[src/rtl/irq_pkg.sv]
`default_nettype none
// ============================================================================
// Module   : irq_pkg
// Purpose  : Shared constants and the clog2 helper for the interrupt queue.
// Revision : 1.0 - initial release
// ============================================================================
package irq_pkg;

    localparam int ID_NONE   = 0;
    localparam int MODE_RR   = 0;
    localparam int MODE_PRIO = 1;

    function automatic int clog2(input int value);
        int result;
        result = 0;
        for (int v = value - 1; v > 0; v = v >> 1) begin
            result = result + 1;
        end
        return result;
    endfunction

endpackage
`default_nettype wire

[src/rtl/irq_fifo.sv]
`default_nettype none
// ============================================================================
// Module   : irq_fifo
// Purpose  : DEPTH x ID_W ID buffer with occupancy count, async reset.
// Revision : 1.0 - initial release
// ============================================================================
module irq_fifo
    import irq_pkg::*;
#(
    parameter int ID_W  = 3,
    parameter int DEPTH = 16
) (
    input  logic                  clk,
    input  logic                  rst,
    input  logic                  push,
    input  logic [ID_W-1:0]       din,
    input  logic                  pop,
    output logic [ID_W-1:0]       dout,
    output logic                  full,
    output logic                  empty,
    output logic [clog2(DEPTH):0] count
);

    localparam int c_aw = clog2(DEPTH);

    logic [ID_W-1:0] r_mem [DEPTH];
    logic [c_aw-1:0] r_wr_ptr;
    logic [c_aw-1:0] r_rd_ptr;
    logic [c_aw:0]   r_count;
    logic            w_do_push;
    logic            w_do_pop;

    assign full      = (r_count == (c_aw+1)'(DEPTH));
    assign empty     = (r_count == '0);
    assign count     = r_count;
    assign dout      = r_mem[r_rd_ptr];
    assign w_do_pop  = pop && !empty;
    // A pop in the same cycle makes room, so a push into a full buffer is safe.
    assign w_do_push = push && (!full || w_do_pop);

    always_ff @(posedge clk) begin
        if (w_do_push) begin
            r_mem[r_wr_ptr] <= din;
        end
    end

    always_ff @(posedge clk or posedge rst) begin
        if (rst) begin
            r_wr_ptr <= '0;
            r_rd_ptr <= '0;
            r_count  <= '0;
        end else begin
            if (w_do_push) r_wr_ptr <= r_wr_ptr + 1'b1;
            if (w_do_pop)  r_rd_ptr <= r_rd_ptr + 1'b1;
            case ({w_do_push, w_do_pop})
                2'b10:   r_count <= r_count + 1'b1;
                2'b01:   r_count <= r_count - 1'b1;
                default: r_count <= r_count;
            endcase
        end
    end

endmodule
`default_nettype wire

[src/rtl/irq_queue_ctrl.sv]
`default_nettype none
// ============================================================================
// Module   : irq_queue_ctrl
// Purpose  : Sticky interrupt collector, RR/fixed arbiter and ID queue.
// Revision : 1.0 - initial release
// ============================================================================
module irq_queue_ctrl
    import irq_pkg::*;
#(
    parameter int N_SRC = 7,
    parameter int ID_W  = 3,
    parameter int DEPTH = 16,
    parameter int MODE  = MODE_RR
) (
    input  logic                  clk,
    input  logic                  rst,
    input  logic [N_SRC-1:0]      irq_in,
    input  logic [N_SRC-1:0]      irq_mask,
    input  logic                  eirq,
    output logic                  irq_valid,
    output logic [ID_W-1:0]       irq_id,
    output logic [N_SRC-1:0]      pending,
    output logic [clog2(DEPTH):0] count,
    output logic                  overflow,
    input  logic                  clr_overflow
);

    localparam int c_sidx_w = (N_SRC > 1) ? clog2(N_SRC) : 1;
    localparam logic [c_sidx_w-1:0] c_ptr_rst = c_sidx_w'(N_SRC - 1);

    logic [N_SRC-1:0]    r_pend;
    logic [c_sidx_w-1:0] r_ptr;
    logic                r_valid;
    logic [ID_W-1:0]     r_id;
    logic                r_ovf;

    logic [N_SRC-1:0]    w_cand;
    logic [N_SRC-1:0]    w_grant;
    logic                w_found;
    logic [c_sidx_w-1:0] w_gidx;
    logic [c_sidx_w-1:0] w_idx;
    logic                w_full;
    logic                w_empty;
    logic [ID_W-1:0]     w_head;
    logic [ID_W-1:0]     w_push_id;
    logic                w_load;
    logic                w_pop;
    logic                w_ovf_set;

    assign w_cand = r_pend & ~irq_mask;

    // No grant while full: the pending bit simply waits for a free entry.
    always_comb begin
        w_found = 1'b0;
        w_gidx  = '0;
        w_idx   = '0;
        if (!w_full) begin
            if (MODE == MODE_PRIO) begin
                for (int i = N_SRC - 1; i >= 0; i--) begin
                    if (w_cand[i]) begin
                        w_found = 1'b1;
                        w_gidx  = c_sidx_w'(i);
                    end
                end
            end else begin
                for (int off = 1; off <= N_SRC; off++) begin
                    w_idx = c_sidx_w'((int'(r_ptr) + off) % N_SRC);
                    if (!w_found && w_cand[w_idx]) begin
                        w_found = 1'b1;
                        w_gidx  = w_idx;
                    end
                end
            end
        end
    end

    assign w_grant   = w_found ? (N_SRC'(1) << w_gidx) : '0;
    assign w_push_id = ID_W'(w_gidx) + ID_W'(1);
    assign w_ovf_set = |(irq_in & r_pend & ~w_grant);
    assign w_load    = !r_valid || eirq;
    assign w_pop     = w_load && !w_empty;

    always_ff @(posedge clk or posedge rst) begin
        if (rst) begin
            r_pend <= '0;
            r_ptr  <= c_ptr_rst;
            r_ovf  <= 1'b0;
        end else begin
            r_pend <= (r_pend & ~w_grant) | irq_in;
            if (w_found) r_ptr <= w_gidx;
            if (w_ovf_set)         r_ovf <= 1'b1;
            else if (clr_overflow) r_ovf <= 1'b0;
        end
    end

    always_ff @(posedge clk or posedge rst) begin
        if (rst) begin
            r_valid <= 1'b0;
            r_id    <= ID_W'(ID_NONE);
        end else if (w_load) begin
            if (!w_empty) begin
                r_valid <= 1'b1;
                r_id    <= w_head;
            end else begin
                r_valid <= 1'b0;
                r_id    <= ID_W'(ID_NONE);
            end
        end
    end

    irq_fifo #(
        .ID_W  (ID_W),
        .DEPTH (DEPTH)
    ) u_fifo (
        .clk   (clk),
        .rst   (rst),
        .push  (w_found),
        .din   (w_push_id),
        .pop   (w_pop),
        .dout  (w_head),
        .full  (w_full),
        .empty (w_empty),
        .count (count)
    );

    assign irq_valid = r_valid;
    assign irq_id    = r_id;
    assign pending   = r_pend;
    assign overflow  = r_ovf;

endmodule
`default_nettype wire

[config.mk]
export PLATFORM = sky130hd
export DESIGN_NAME = irq_queue_ctrl
export DESIGN_NICKNAME = d
export VERILOG_FILES = /design/src/rtl/irq_pkg.sv /design/src/rtl/irq_fifo.sv /design/src/rtl/irq_queue_ctrl.sv
export SDC_FILE = /design/constraint.sdc
export NUM_CORES = 1
export LEC_CHECK = 0
export CAP_MARGIN = 20
export CORE_ASPECT_RATIO = 0.6
export CORE_UTILIZATION = 30
export DETAILED_ROUTE_END_ITERATION = 7
export DONT_BUFFER_PORTS = 1
export PLACE_DENSITY = 0.54
export SLEW_MARGIN = 0
export SYNTH_ARGS = -nofsm -noshare
export SYNTH_HDL_FRONTEND = slang
export SYNTH_SLANG_ARGS = --single-unit
export TNS_END_PERCENT = 50
[constraint.sdc]
create_clock -name clk -period 7.25 [get_ports clk]
set_input_delay 2.175 -clock clk [delete_from_list [all_inputs] [get_ports clk]]
set_output_delay 2.175 -clock clk [all_outputs]
set_load 0.005 [all_outputs]
* After elaboration in Yosys (flattened, before gate mapping)
Memories as Yosys holds them, arrays and structs flattened. Index checks and enable logic that the tools add are counted.
Word-level totals: register bits after elaboration 28, memory bits (writable) 48, bits of input ports 18, output and inout bits 17, logic and storage cells 114, memories kept 1
Memories:
- u_fifo.r_mem | words 16, bits a word 3, rd ports 1, clocked after memory_dff 0, wr ports 1, RTL line irq_fifo.sv:26 | logic [ID_W-1:0] r_mem [DEPTH];
Cells by class: add/sub/neg operators 12, divide/modulo/power cells 7, $lt $le $gt $ge 7, eq/ne operators 3, shifts and indexed selects 1, muxes and demuxes 44, bitwise gates (word level) 7, reduce and logical (&&, ||, !) cells 24
Operators by type and width (number):
- 32-bit by 4-bit remainder unit with 32-bit output, second input constant | 7
- 7-bit AND | 4
- 3-bit by 4-bit less-than comparator with 1-bit output, second input constant | 7
- 3-bit 2-to-1 mux | 9
- 1-bit 2-to-1 mux | 26
- 1-bit binary-select mux with 3-bit select | 7
- 3-bit by 3-bit adder with 4-bit output, second input constant | 4
- 7-bit NOT | 2
- 5-bit case mux with 2 select lines | 1
- 1-bit logical AND | 9
- 1-bit logical NOT | 9
- 3-bit by 2-bit adder with 4-bit output, second input constant | 2
- 4-bit by 1-bit adder with 4-bit output, second input constant | 2
- 7-bit 2-to-1 mux | 1
- 7-bit OR | 1
- 7-bit OR reduction | 1
- 1-bit by 3-bit left shift with 7-bit output, first input constant | 1
- 5-bit by 1-bit adder with 5-bit output, second input constant | 1
- 5-bit equality test, second input constant | 1
- 5-bit logical NOT | 1
- 5-bit by 1-bit subtractor with 5-bit output, second input constant | 1
- 3-bit by 1-bit adder with 4-bit output, second input constant | 1
- 2-bit nonzero test | 2
- 3-bit by 1-bit adder with 3-bit output, second input constant | 1
- 3 further kinds | 4

* Depth between registers and ports, before layout
Gate-level depths: netlist (run 1).
depth after elaboration 36, mapped depth 29, gate-level depth less buffers 26

* Modules after synthesis
A second synthesis (run 1) with hierarchy kept.
Second synthesis, totals: cell total of the unflattened synthesis 602, area, all modules 6137.1 µm²
By module, submodules not included:
- irq_queue_ctrl | times used 1, cells an instance 427, area an instance 3365.7 µm², seq. area each 377.9 µm²
- irq_fifo | times used 1, cells an instance 175, area an instance 2771.4 µm², seq. area each 1766.7 µm²

* Worst setup path after synthesis (run 1)
Ideal clock, no wire load.
kind reg2reg, from register r_ptr[1], to register r_ovf (netlist: overflow), library setup time 129 ps, data arrival time 5848 ps, data required time 7121 ps, setup slack 1273 ps, cell stages (with the launch flop) 23, buffers on the path 2, clock period less this slack 5977 ps, cells stage by stage dfstp_2 buf_2 inv_1 ha_1 xnor2_2 ha_1 ha_1 buf_2 a31oi_1 xnor2_1 ha_1 and2_1 a32oi_1 nand2_2 o311a_1 nor4_4 and2b_4 a221oi_2 o31ai_4 ha_1 o22ai_1 or4b_1 a2111o_1
Between the ends: cells in the longest elaborated chain, start to end 36, elaborated cells between the ends (all ways) 69, classes of those cells 7 x add/sub; 7 x div; 1 x shift; 38 x mux; 2 x bitwise; 14 x reduce/logical
Ends and longest elaborated chain:
- start: declaration | RTL line irq_queue_ctrl.sv:32 | logic [c_sidx_w-1:0] r_ptr;
- start signal: assignment | RTL line irq_queue_ctrl.sv:86 | r_ptr <= c_ptr_rst;
- start signal: assignment | RTL line irq_queue_ctrl.sv:90 | if (w_found) r_ptr <= w_gidx;
- 3-bit by 1-bit adder with 4-bit output | RTL line irq_queue_ctrl.sv:67 | w_idx = c_sidx_w'((int'(r_ptr) + off) % N_SRC);
- 32-bit by 4-bit remainder unit with 32-bit output | RTL line irq_queue_ctrl.sv:67
- 1-bit binary-select mux with 3-bit select | RTL line irq_queue_ctrl.sv:68 | if (!w_found && w_cand[w_idx]) begin
- 1-bit 2-to-1 mux (implied by the code) | RTL line irq_queue_ctrl.sv:68
- 1-bit 2-to-1 mux | RTL line irq_queue_ctrl.sv:68
- 1-bit 2-to-1 mux | RTL line irq_queue_ctrl.sv:57 | if (!w_full) begin
- 1-bit logical NOT | RTL line irq_queue_ctrl.sv:68
- 1-bit logical AND | RTL line irq_queue_ctrl.sv:68
- (+20 left out)
- 3-bit 2-to-1 mux | RTL line irq_queue_ctrl.sv:68
- 3-bit 2-to-1 mux | RTL line irq_queue_ctrl.sv:57
- 1-bit by 3-bit left shift with 7-bit output | RTL line irq_queue_ctrl.sv:77 | assign w_grant = w_found ? (N_SRC'(1) << w_gidx) : '0;
- 7-bit 2-to-1 mux * | RTL line irq_queue_ctrl.sv:77
- 7-bit NOT * | RTL line irq_queue_ctrl.sv:79 | assign w_ovf_set = |(irq_in & r_pend & ~w_grant);
- 7-bit AND * | RTL line irq_queue_ctrl.sv:79
- 7-bit OR reduction * | RTL line irq_queue_ctrl.sv:79
- 1-bit 2-to-1 mux or 2-bit nonzero test (tied branches)
- end signal: assignment | RTL line irq_queue_ctrl.sv:87 | r_ovf <= 1'b0;
- end signal: assignment | RTL line irq_queue_ctrl.sv:91 | if (w_ovf_set) r_ovf <= 1'b1;
- end signal: assignment | RTL line irq_queue_ctrl.sv:92 | else if (clr_overflow) r_ovf <= 1'b0;
- end: declaration | RTL line irq_queue_ctrl.sv:35 | logic r_ovf;
Every way passes the cells marked *; elsewhere a longest branch is shown, timed or not. The select of a mux whose other input is x is not followed. A chain may end at the register's enable or synchronous reset.

* Final worst setup path (run 1)
Ends and elaborated chain as after synthesis.

==> flow_summary_export.csv, run 1 <==
group,metric,value,unit
setup_path,critPathKind,"flip-flop to flip-flop",
timing,setup_ws,0.573,ns
detailed_routing,wl_per_cell,20.5,um
cts,cts_num_sinks,76,
cts,ctsRootBufferMaster,"clkbuf_16",
detailed_routing,highest-signal-layer,"met4",
synth,synth.net_count,604,
detailed_routing,drt_drc_violations_left,0,
final_layout,final.fill_count,1818,
worst_hold_path,min_path_type,"flip-flop to flip-flop",
detailed_routing,dr_total_vias,4623,
detailed_routing,routed_via_density,5.81,
die,floorplan.die.width,181,um
synth,syn_inst,553,
synth,synth.ff_latch_count,76,
detailed_routing,routed_wl,16300,um
cts,cts_tree,"done",
placement,routability_congestion_estimate_from_global_placement,0.943,
grt,grt_start_max_net_pins,47,
timing,max_freq,0.150,GHz
cts,cts_max_path_buffers,2,
setup_path,startpoint_type,"flip-flop",
detailed_routing,antenna_violating_nets_left,0,
detailed_routing,drt-pass1-iter-count,7,
grt,grt_pass1_wl,24600,um
grt,antenna_found_initial,0,
die,start_util,0.313,
setup_path,timing.critical_path.fanout_max,19,
synth,synth.avg_cell_area,10.5,um^2
final_layout,insertedDiodeCount,0,
timing,final-setup-viol-count,0,
detailed_routing,route.met2.wl,6660,um
setup_path,end_kind,"flip-flop",
job,max_cap_violations,0,
synth,postSynth.topFlopCell,"edfxtp_1",
timing,relSlewSlack,0.395,
final_layout,final_layout_size_suffix_gt1_frac,0.140,
die,die_area,19900,um^2
synth,mappedNetlistArea,5790,um^2
die,die_h,110,um
placement,place_ws,0.392,ns
run_status,status,"finished clean",
timing,grt_setup_unrepaired,"false",
cts,cts_buffers,9,
final_layout,mostFrequentLayoutCells,"edfxtp_1, nor2_1, nand2_1",
timing,final_min_period_over_clock_period,0.921,
timing,final_max_slew_viols,0,
detailed_routing,dr_wl_met3,1290,um
detailed_routing,wirelength_met1,8240,um
grt,number_of_global_route_vias_before_repair,4215,
final_layout,num-nets-final,602,
die,number_of_primary_i_o_pins,35,
setup_path,worst_ep_arrival_time,6.89,ns
final_layout,syn_to_final_growth,9.59,%
die,row_count,38,
grt,grt_overflow_total,0,
synth,count_of_flip_flops_with_a_built_in_enable_after_synthesis,48,
synth,yosysWarnings,0,
synth,yosysSeqAreaShare,0.370,
synth,synth.lib_cells_used.distinct,93,
cts,clkTransAtPathRegs,0.06,ns
detailed_routing,drt-initial-drc-count,425,
timing,fin_crit,6.68,ns
timing,worst_margin_slew,0.907,ns
final_layout,final_common_cell,"edfxtp_1",
die,core-area,18500,um^2
synth,synthArstFlopShare,0.368,
timing,finClkSkew,0.0130,ns
cts,clk-insertion-delay-late,0.33,ns
timing,setup-tns-final,0,ns
grt,global_route.usage.total,0.163,
cts,hold_buffer_count_at_cts,0,
setup_path,timing.critical_path.required,7.47,ns
timing,final-hold-violation-count,0,
cts,cts.htree.levels,3,
placement,io_buffers,0,
placement,hpwl,12800,um
[per-stage QoR]
stage / utilization / cell area, um^2 / hold WS [ns] / instances
4_1_cts: 0.342 / 6330 / 0.542 / 794
6_report: 0.343 / 6350 / 0.540 / 796
2_1_floorplan: - / 5790 / 0.498 / 553
5_1_grt: 0.343 / 6350 / 0.572 / 796
3_3_place_gp: 0.326 / 6030 / 0.521 / 778
3_5_place_dp: 0.326 / 6030 / 0.528 / 778
[per-layer routing]
layer  track usage  up-vias
met4        0.0327        0
met1         0.242     2297
li1              -     2134
met3        0.0454        8
met5             0        -
met2         0.233      184
[synthesized netlist by cell type, drive strengths merged, types with 12 or more instances]
| library cell | n | share of area |
|---|---|---|
| nor2b | 12 | 0.013 |
| a21oi | 22 | 0.020 |
| buf | 16 | 0.017 |
| inv | 28 | 0.019 |
| nand2 | 33 | 0.022 |
| dfrtp | 26 | 0.11 |
| edfxtp | 48 | 0.25 |
| a211oi | 12 | 0.016 |
| xnor2 | 16 | 0.025 |
| nor3 | 13 | 0.011 |
| mux4 | 18 | 0.070 |
| nor2 | 37 | 0.024 |
| nand2b | 14 | 0.015 |
| o21ai | 24 | 0.023 |
| mux2i | 18 | 0.032 |
| ha | 32 | 0.069 |
[critical path, cell delays in order, from the launching register on]
cell and delay [ns]:
dfstp_2 0.72, inv_1 0.18, ha_1 0.31, buf_4 0.23, a21oi_1 0.11, o21ai_0 0.33
and2_1 0.19, ha_1 0.33, nor4bb_1 0.41, or4_1 0.21, nor4_1 0.06, o311ai_1 0.54
o211ai_1 0.45, nor4_4 0.34, buf_4 0.20, nand3_1 0.09, a31o_2 0.22, a21oi_1 0.29
or2_2 0.24, ha_1 0.20, o22ai_1 0.10, or4b_1 0.50, a2111o_1 0.29
[registers in the layout, summed over array words and instances (netlist names)]
register	cells
pending	7
u_fifo.r_rd_ptr	4
irq_id	3
u_fifo.r_wr_ptr	4
overflow	1
irq_valid	1
u_fifo.count	5
u_fifo.r_mem	48
r_ptr	3
[timing repair]
item | CTS | global route
gates resized for setup | 0 | 1
setup endpoints to repair | 0 | 34
buffers inserted | 0 | 2
[area by class of cell]
class	count	area [um^2]	share of cell area
flip-flops and latches	76	2140	0.338
multi-input cells	426	3420	0.539
inverters	28	108	0.0170
well taps	240	300	0.0473
clock buffers	9	225	0.0355
repair buffers	10	75.1	0.0118
clock inverters	7	76.3	0.0120
[final timing paths]
kind                            from  slack [ns]   endpoint  cells after the start
setup / recovery            r_ptr[1]        0.57   overflow                     22
hold / removal             irq_id[1]        0.54  irq_id[1]                      1
setup reg to reg            r_ptr[1]        0.57   overflow                     22
hold reg to reg            irq_id[1]        0.54  irq_id[1]                      1
max in group asynchronous        rst        5.09   r_ptr[2]                      2
min in group asynchronous        rst        1.81  irq_id[2]                      2
[cells by family after synthesis]
group | after synthesis | synth area share
simple gates | 184 | 0.180
compound gates | 142 | 0.184
flops | 76 | 0.370
buf+inv | 51 | 0.0400
mux | 43 | 0.115
fa+ha+maj | 33 | 0.0726
xor+xnor | 24 | 0.0376
Power of run 1 is not shown: default switching activity piles up to over one toggle a cycle in this logic, so the estimate is an artifact.
==> run 2, diff against run 1 <==
--- a/config.mk
+++ b/config.mk
@@ -7,10 +7,10 @@
 export LEC_CHECK = 0
 export CAP_MARGIN = 20
 export CORE_ASPECT_RATIO = 0.6
-export CORE_UTILIZATION = 30
+export CORE_UTILIZATION = 60
 export DETAILED_ROUTE_END_ITERATION = 7
 export DONT_BUFFER_PORTS = 1
-export PLACE_DENSITY = 0.54
+export PLACE_DENSITY = 0.86
 export SLEW_MARGIN = 0
 export SYNTH_ARGS = -nofsm -noshare
 export SYNTH_HDL_FRONTEND = slang
==> run 2 against run 1 <==
- first-iteration DRC count rose by 48%
- highest routed layer unchanged
- clock skew fell by 0.0076 ns
- sequential share of layout area rose by 0.92 points
==> flow_summary_export.csv, run 2 (synthesis results as in run 1) <==
group,metric,value,unit
detailed_routing,drt-initial-drc-count,629,
cts,cts_tree,"done",
cts,ctsRootBufferMaster,"clkbuf_16",
timing,grt_setup_unrepaired,"false",
placement,routability_congestion_estimate_from_global_placement,0.982,
cts,cts.htree.levels,3,
cts,cts_buffers,9,
detailed_routing,routed_via_density,7.15,
worst_hold_path,min_path_type,"flip-flop to flip-flop",
cts,clk-insertion-delay-late,0.34,ns
grt,grt_start_max_net_pins,47,
setup_path,worst_path_largest_cell_delay,0.71,ns
detailed_routing,drt-pass1-iter-count,6,
detailed_routing,drt_drc_violations_left,0,
grt,gr-usage-met3,0.147,
detailed_routing,routed_wl,16000,um
setup_path,end_kind,"flip-flop",
setup_path,worst_ep_arrival_time,6.85,ns
cts,clkTransAtPathRegs,0.06,ns
grt,globalRouteMet1Util,0.482,
run_status,status,"finished clean",
timing,final_min_period_over_clock_period,0.935,
setup_path,timing.critical_path.mode_cell,"ha_1",
setup_path,timing.rr.start,"r_ptr[1]",
timing,final-setup-viol-count,0,
placement,hpwl,12000,um
die,core-area,9260,um^2
die,die_h,78.1,um
setup_path,timing.critical_path.required,7.32,ns
detailed_routing,dr_total_vias,4883,
cts,cts_max_path_buffers,2,
timing,final-hold-violation-count,0,
final_layout,final_layout_size_suffix_gt1_frac,0.134,
grt,antenna_found_initial,0,
cts,cts_num_sinks,76,
final_layout,largest_reg_flops,48,
setup_path,timing.critical_path.fanout_max,21,
cts,number_of_setup_buffers_added_after_cts,0,
grt,grt_busiest_layer,"met1",
die,number_of_primary_i_o_pins,35,
timing,fin_crit,6.78,ns
final_layout,insertedDiodeCount,0,
final_layout,mostFrequentLayoutCells,"edfxtp_1, nor2_1, nand2_1",
setup_path,critical_path.slowest_cell,"dfstp_2",
grt,globalRouteMet2Util,0.474,
timing,max_freq,0.147,GHz
final_layout,syn_to_final_growth,6.68,%
worst_hold_path,worst_hold_startpoint,"irq_id[2]",
job,max_cap_violations,0,
detailed_routing,antenna_violating_nets_left,0,
setup_path,startpoint_type,"flip-flop",
die,die_area,10100,um^2
detailed_routing,wl_per_cell,23.4,um
setup_path,crit_start,"r_ptr[1]",
timing,worst_margin_slew,0.909,ns
final_layout,num-nets-final,599,
placement,io_buffers,0,
die,start_util,0.626,
timing,final_max_slew_viols,0,
grt,grt_overflow_total,0,
grt,grt_pass1_wl,25400,um
final_layout,regMostFlops,"u_fifo.r_mem",
die,floorplan.die.width,129,um
grt,number_of_global_route_vias_before_repair,4663,
setup_path,critPathKind,"flip-flop to flip-flop",
final_layout,final_common_cell,"edfxtp_1",
die,row_count,27,
timing,finClkSkew,0.00538,ns
grt,global_route.usage.total,0.341,
setup_path,worstPathCellList,"inv_1, ha_1, xnor2_2, ha_1, ha_1, a31oi_1, xnor2_1, ha_1, and2_1, a32oi_1, nand3_1, a211oi_1, nor3_1, a2111oi_1, a221oi_2, o31ai_4, buf_4, inv_1, ha_1, inv_1",
timing,setup-tns-final,0,ns
timing,relSlewSlack,0.394,
[run 2: cell types whose count changed in the layout (fill, tap and decap cells not counted), sizes merged]
cell      before  now
inv           29   28
clkinv         5    3
clkinvlp       0    1
clkbuf         9   12
bufinv         1    0
buf           10    7
[run 2: stage by stage]
stage                     utilization  setup slack (ns)  instance area [um^2]  instances  hold slack (ns)
after floorplan                     -              1.27                  5790        553            0.498
after global placement          0.635             0.934                  5880        666            0.518
after detailed placement        0.635             0.617                  5880        666            0.527
after CTS                       0.664             0.551                  6150        682            0.540
after global routing            0.667             0.101                  6180        683            0.557
final                           0.667             0.469                  6180        683            0.537
[run 2: layer usage]
metal  wire length [um]  part of all wire
met1               6820              0.43
met4                314             0.020
met3               2190              0.14
met5                  0                 0
met2               6630              0.42
[run 2: repair_timing]
item / CTS / global route
endpoints found under the setup margin: 0 / 1
hold buffers: 0 / 0
resized for setup: 0 / 1
[run 2: layout make-up]
| cell class | count | area, um^2 |
|---|---|---|
| clock buffer | 12 | 246 |
| clock inverter | 4 | 26.3 |
| fill | 699 | 3080 |
| inverter | 28 | 108 |
| multi-input combinational | 426 | 3420 |
| sequential | 76 | 2140 |
| tap | 130 | 163 |
| timing repair buffer | 7 | 72.6 |
[run 2: path summary, 6_finish.rpt]
check                                       to  slack (ns)  cells after the start
max                        u_fifo.r_mem[12][1]        0.47                     20
min                                  irq_id[2]        0.54                      1
max reg2reg                u_fifo.r_mem[12][1]        0.47                     20
min reg2reg                          irq_id[2]        0.54                      1
max in group asynchronous             r_ptr[1]        4.94                      2
min in group asynchronous      u_fifo.count[2]        1.76                      1
[run 2: critical path, delay by kind of cell, from the launching register on]
kind / cells / cell delay (ns)
AOI/OAI and AO/OA: 6 / 2.18
xor gates and xnor gates: 2 / 0.61
adders and majority gates: 5 / 1.49
buffers and inverters: 4 / 0.94
DFF: 1 / 0.71
and+or+nand+nor: 3 / 0.56
Power of run 2 is left out for the same reason.
==> run 3, diff against run 2 <==
--- a/config.mk
+++ b/config.mk
@@ -5,9 +5,10 @@
 export SDC_FILE = /design/constraint.sdc
 export NUM_CORES = 1
 export LEC_CHECK = 0
-export CAP_MARGIN = 20
+export CAP_MARGIN = 10
 export CORE_ASPECT_RATIO = 0.6
 export CORE_UTILIZATION = 60
+export CTS_CLUSTER_DIAMETER = 100
 export DETAILED_ROUTE_END_ITERATION = 7
 export DONT_BUFFER_PORTS = 1
 export PLACE_DENSITY = 0.86
==> results of run 3 <==
Same layout as run 2: the final DEF is identical, and so are final timing and power.
Power of run 3 is left out for the same reason.
